[src/rtl/branch_predict_ctrl.sv]
// Direct-mapped 2-bit saturating-counter branch predictor with misprediction
// flush/redirect generation and branch statistics.
module branch_predict_ctrl #(
  parameter int unsigned IDX_BITS = 4,
  parameter int unsigned STAT_W   = 32
) (
  input  logic              clk,
  input  logic              rst,
  input  logic [31:0]       if_pc,
  output logic              if_pred_taken,
  input  logic              ex_valid,
  input  logic [31:0]       ex_pc,
  input  logic              ex_pred_taken,
  input  logic              ex_taken,
  input  logic [31:0]       ex_target,
  output logic              flush,
  output logic [31:0]       redirect_pc,
  output logic              ready,
  output logic [STAT_W-1:0] stat_branches,
  output logic [STAT_W-1:0] stat_mispredicts
);

  localparam int unsigned ENTRIES = 1 << IDX_BITS;

  typedef enum logic {ST_INIT, ST_RUN} state_t;

  state_t              r_state, w_next_state;
  logic [IDX_BITS-1:0] r_init_idx;
  logic [1:0]          r_table [ENTRIES];
  logic                r_flush;
  logic [31:0]         r_redirect;
  logic [STAT_W-1:0]   r_branches, r_mispredicts;

  logic [IDX_BITS-1:0] w_if_idx, w_ex_idx;
  logic                w_run, w_accept, w_mispredict;
  logic [1:0]          w_ctr, w_ctr_next;
  logic [31:0]         w_fallthru;
  logic                w_unused;

  assign w_if_idx     = if_pc[IDX_BITS+1:2];
  assign w_ex_idx     = ex_pc[IDX_BITS+1:2];
  assign w_run        = (r_state == ST_RUN);
  // A resolution arriving during the flush cycle is from the squashed path.
  assign w_accept     = w_run && ex_valid && !r_flush;
  assign w_mispredict = (ex_taken != ex_pred_taken);
  assign w_ctr        = r_table[w_ex_idx];
  assign w_fallthru   = {ex_pc[31:2], 2'b00} + 32'd4;
  assign w_unused     = ^{if_pc[31:IDX_BITS+2], if_pc[1:0], ex_pc[1:0]};

  assign ready            = w_run && !rst;
  assign if_pred_taken    = ready && r_table[w_if_idx][1];
  assign flush            = r_flush;
  assign redirect_pc      = r_redirect;
  assign stat_branches    = r_branches;
  assign stat_mispredicts = r_mispredicts;

  always_comb begin
    w_next_state = r_state;
    case (r_state)
      ST_INIT: if (&r_init_idx) w_next_state = ST_RUN;
      ST_RUN:  w_next_state = ST_RUN;
      default: w_next_state = ST_INIT;
    endcase
  end

  always_comb begin
    w_ctr_next = w_ctr;
    if (ex_taken && (w_ctr != 2'b11))       w_ctr_next = w_ctr + 2'd1;
    else if (!ex_taken && (w_ctr != 2'b00)) w_ctr_next = w_ctr - 2'd1;
  end

  always_ff @(posedge clk) begin
    if (rst) begin
      r_state       <= ST_INIT;
      r_init_idx    <= '0;
      r_flush       <= 1'b0;
      r_redirect    <= '0;
      r_branches    <= '0;
      r_mispredicts <= '0;
    end else begin
      r_state <= w_next_state;
      if (r_state == ST_INIT) r_init_idx <= r_init_idx + 1'b1;
      r_flush <= w_accept && w_mispredict;
      if (w_accept && w_mispredict) r_redirect <= ex_taken ? ex_target : w_fallthru;
      if (w_accept && (r_branches != '1)) r_branches <= r_branches + STAT_W'(1);
      if (w_accept && w_mispredict && (r_mispredicts != '1))
        r_mispredicts <= r_mispredicts + STAT_W'(1);
    end
  end

  // The table has no reset; INIT rewrites every entry before predictions are enabled.
  always_ff @(posedge clk) begin
    if (!rst) begin
      if (r_state == ST_INIT) r_table[r_init_idx] <= 2'b01;
      else if (w_accept)      r_table[w_ex_idx]   <= w_ctr_next;
    end
  end

endmodule

[config.mk]
export PLATFORM = sky130hd
export DESIGN_NAME = branch_predict_ctrl
export DESIGN_NICKNAME = d
export VERILOG_FILES = /design/src/rtl/branch_predict_ctrl.sv
export SDC_FILE = /design/constraint.sdc
export NUM_CORES = 1
export LEC_CHECK = 0
export CAP_MARGIN = 10
export CORE_MARGIN = 5
export CORE_UTILIZATION = 49
export CTS_CLUSTER_DIAMETER = 100
export DETAILED_ROUTE_END_ITERATION = 8
export PLACE_DENSITY = 0.82
export SLEW_MARGIN = 20
export SYNTH_ARGS = -nofsm -noshare
export SYNTH_HDL_FRONTEND = slang
export SYNTH_SLANG_ARGS = --single-unit
export TNS_END_PERCENT = 50
[constraint.sdc]
create_clock -name clk -period 5.31 [get_ports clk]
set_clock_uncertainty 0.15 [all_clocks]
set_input_delay 1.3275 -clock clk [delete_from_list [all_inputs] [get_ports clk]]
set_output_delay 1.3275 -clock clk [all_outputs]
set_load 0.1 [all_outputs]
==> metrics.md <==
| Metric | Value |
|---|---|
| Compound-Gate Fraction of Synth Area | `16.8%` |
| Vias in the first global route | `6540` |
| Final Critical Period | `4.80 ns` |
| Multiplexer share of the synthesized area | `5.67%` |
| Fin cells | `1171` |
| Final hold slack | `0.298 ns` |
| Unrepaired setup endpoints after global routing | `false` |
| Max-cap violation count | `0` |
| Mean area per synthesized cell | `8.85 µm²` |
| Sequential share of the synthesized area | `41.5%` |
| Total negative setup slack | `0 ns` |
| Tcrit/Tclk final | `90.3%` |
| First drt pass iteration count | `5` |
| Hold Vio Cnt, Final | `0` |
| Synth top area cells | `dfxtp_1, edfxtp_1, a21oi_1, xnor2_1, nor2_1` |
| Hold Crit Class | `flip-flop to flip-flop` |
| Post-CTS setup buffers | `0` |
| Die area | `0.0173 mm²` |
| Worst Setup Start Kind | `input pin` |
| Adder-Cell Fraction of Synth Area | `1.04%` |
| Remaining DRCs | `0` |
| Setup ws final | `0.515 ns` |
| Clock buffer count from CTS | `17` |
| Die height | `132 µm` |
| CORE AREA | `0.0145 mm²` |
| Detailed Route Iter0 Violations | `483` |
| Final GP Congestion | `0.868` |
| Total number of vias | `6947` |
| Yosys warning count | `0` |
| HPWL Detailed | `14200 µm` |
| Row Count | `44` |
| Number of nets in the layout | `1080` |
| Die width | `132 µm` |
| Post-synth cell types | `70` |
| First-pass GRT wire length | `32500 µm` |
| Largest net degree at the start of global routing | `62` |
| CTS-repair resized insts | `0` |
| Status | `finished clean` |
| Area Growth Syn to Fin | `34.8%` |
| Synth top area share | `28.2%` |
| Commonest non-fill, non-tap cell in the layout | `clkdlybuf4s50_1` |
| Most frequent cells in the layout | `clkdlybuf4s50_1, dfxtp_1, a21oi_1` |
| Initial core utilization | `49.8%` |
| Fmax | `209 MHz` |
| Via density | `5.93` |
| Setup violators final | `0` |
| Synthesized Nets | `925` |
| Place WS | `0.237 ns` |
| Post-Synth Simple-Gate Area | `26.1%` |
| Relative slew slack | `31.3%` |
| DR WL/cell | `17.1 µm` |
| Dpl cells | `1138` |
| Worst slew pin tran | `1.03 ns` |
| Final WL | `20000 µm` |
| XOR/XNOR Fraction of Synth Area | `4.48%` |
| Clk sinks | `134` |
| Static Leak | `3.31 nW` |
| Number of synthesized flops with an enable pin | `32` |
| Largest family of logic cells by synthesized area | `simple AND/OR/NAND/NOR gates` |
| Synth Register Bits | `134` |
| CTS tree | `done` |
| Grt ovf | `0` |
| Dominant cell type by area after synthesis | `dfxtp_1` |
| P per Cell Area | `253 mW/mm²` |
| WS Path Type | `input pin to output pin` |
| Peak supply drop | `0.375 mV` |
| Initial antenna violation count | `2` |
| CP required | `3.83 ns` |
| # port buffers | `169` |
| Asr flop ratio synth | `0%` |
| Final slew viol count | `0` |
| CP Capture Type | `output pin` |
| Global Route Usage Sum | `22.3%` |
| Clock root cell | `clkbuf_16` |
| H-tree Lvls | `4` |
| Final-layout fill cell count | `1167` |
| Mapped Area | `0.00724 mm²` |
| Synth Flop Type | `dfxtp_1` |
| CP arrival | `3.32 ns` |
| Share of cells above drive strength 1 | `10.0%` |
| Syn Inst Count | `818` |
| Worst skew pair latency | `0.42 ns` |
| Clk buf depth | `2` |
| # IOs | `200` |
| Clock slew at reported path FFs | `0.05 ns` |
| Hold buffers post-CTS | `0` |
| Worst-path fanout max | `4` |
| Post-DRT Antenna Nets | `0` |
cell type report:
class,instances,area [µm²],share of cell area [%]
diodes,1,2.50,0.0257
clock buffers,22,495,5.08
clock inverters,10,140,1.44
inverters,23,86.3,0.885
multi-input cells,609,3940,40.4
flip-flops and latches,134,3000,30.8
well taps,184,230,2.36
repair buffers,188,1860,19.1
through the flow:
step | instance area (µm²) | power (mW) | utilization [%]
final | 9750 | 2.46 | 67.1
after global placement | 9110 | 1.23 | 62.7
after global routing | 9750 | 2.55 | 67.1
after CTS | 9740 | 2.48 | 67.0
after floorplan | 7240 | 1.15 | -
after detailed placement | 9110 | 1.24 | 62.7
sequential cells by signal (all words and copies together), names as in the netlist:
register / count
r_table: 32
redirect_pc: 32
stat_branches: 32
stat_mispredicts: 32
r_init_idx: 4
flush: 1
r_state: 1
cells by family (layout without fill, tap and decap cells):
logic type      Yosys count  after routing
compound gates          194            194
other cells               0              1
mux                      30             30
buf+inv                  75            243
fa+ha+maj                 6              6
flops                   134            134
simple gates            342            342
xor+xnor                 37             37
final timing paths:
path,cells past startpoint,to,slack (ns),start
max,5,if_pred_taken,0.51,if_pc[2]
min,2,redirect_pc[4],0.30,redirect_pc[4]
max reg2reg,11,r_table[0][0],1.89,r_table[14][1]
min reg2reg,2,redirect_pc[4],0.30,redirect_pc[4]
metal layers:
metal,part of all wire [%],global-route usage [%]
met5,0.055,0
met4,1.8,8.11
met3,6.9,6.23
met2,49,37.9
met1,42,27.1
cells in the mapped netlist, types with 7 or more instances:
cell type / instances
mux2i_1: 14
nand2_1: 57
o22ai_1: 11
and4_1: 7
nor4_1: 17
nor2_1: 65
o31ai_1: 12
nand4_1: 23
nor2b_1: 14
dfxtp_1: 102
nand3_1: 33
or3_1: 28
mux2_2: 7
a2111oi_0: 7
clkbuf_1: 39
a31o_2: 9
and2_1: 8
and3_1: 26
or4_1: 15
a31oi_1: 9
a211oi_1: 9
xnor2_1: 31
inv_1: 22
edfxtp_1: 32
nor3_1: 17
a21oi_1: 68
mux4_2: 8
o21ai_0: 42
report_power, final:
| group | total [mW] | switching [mW] | internal (mW) |
|---|---|---|---|
| sequential | 1.05 | 0.00431 | 1.04 |
| clock | 1.25 | 0.443 | 0.806 |
| combinational | 0.167 | 0.0800 | 0.0868 |
| total | 2.46 | 0.528 | 1.94 |
worst max-delay path, stage by stage:
cell and delay, ns:
clkdlybuf4s50_1 0.61, mux4_2 0.54, mux4_2 0.47, and2_1 0.20
buf_12 0.17
(Power assumes the default switching activity.)
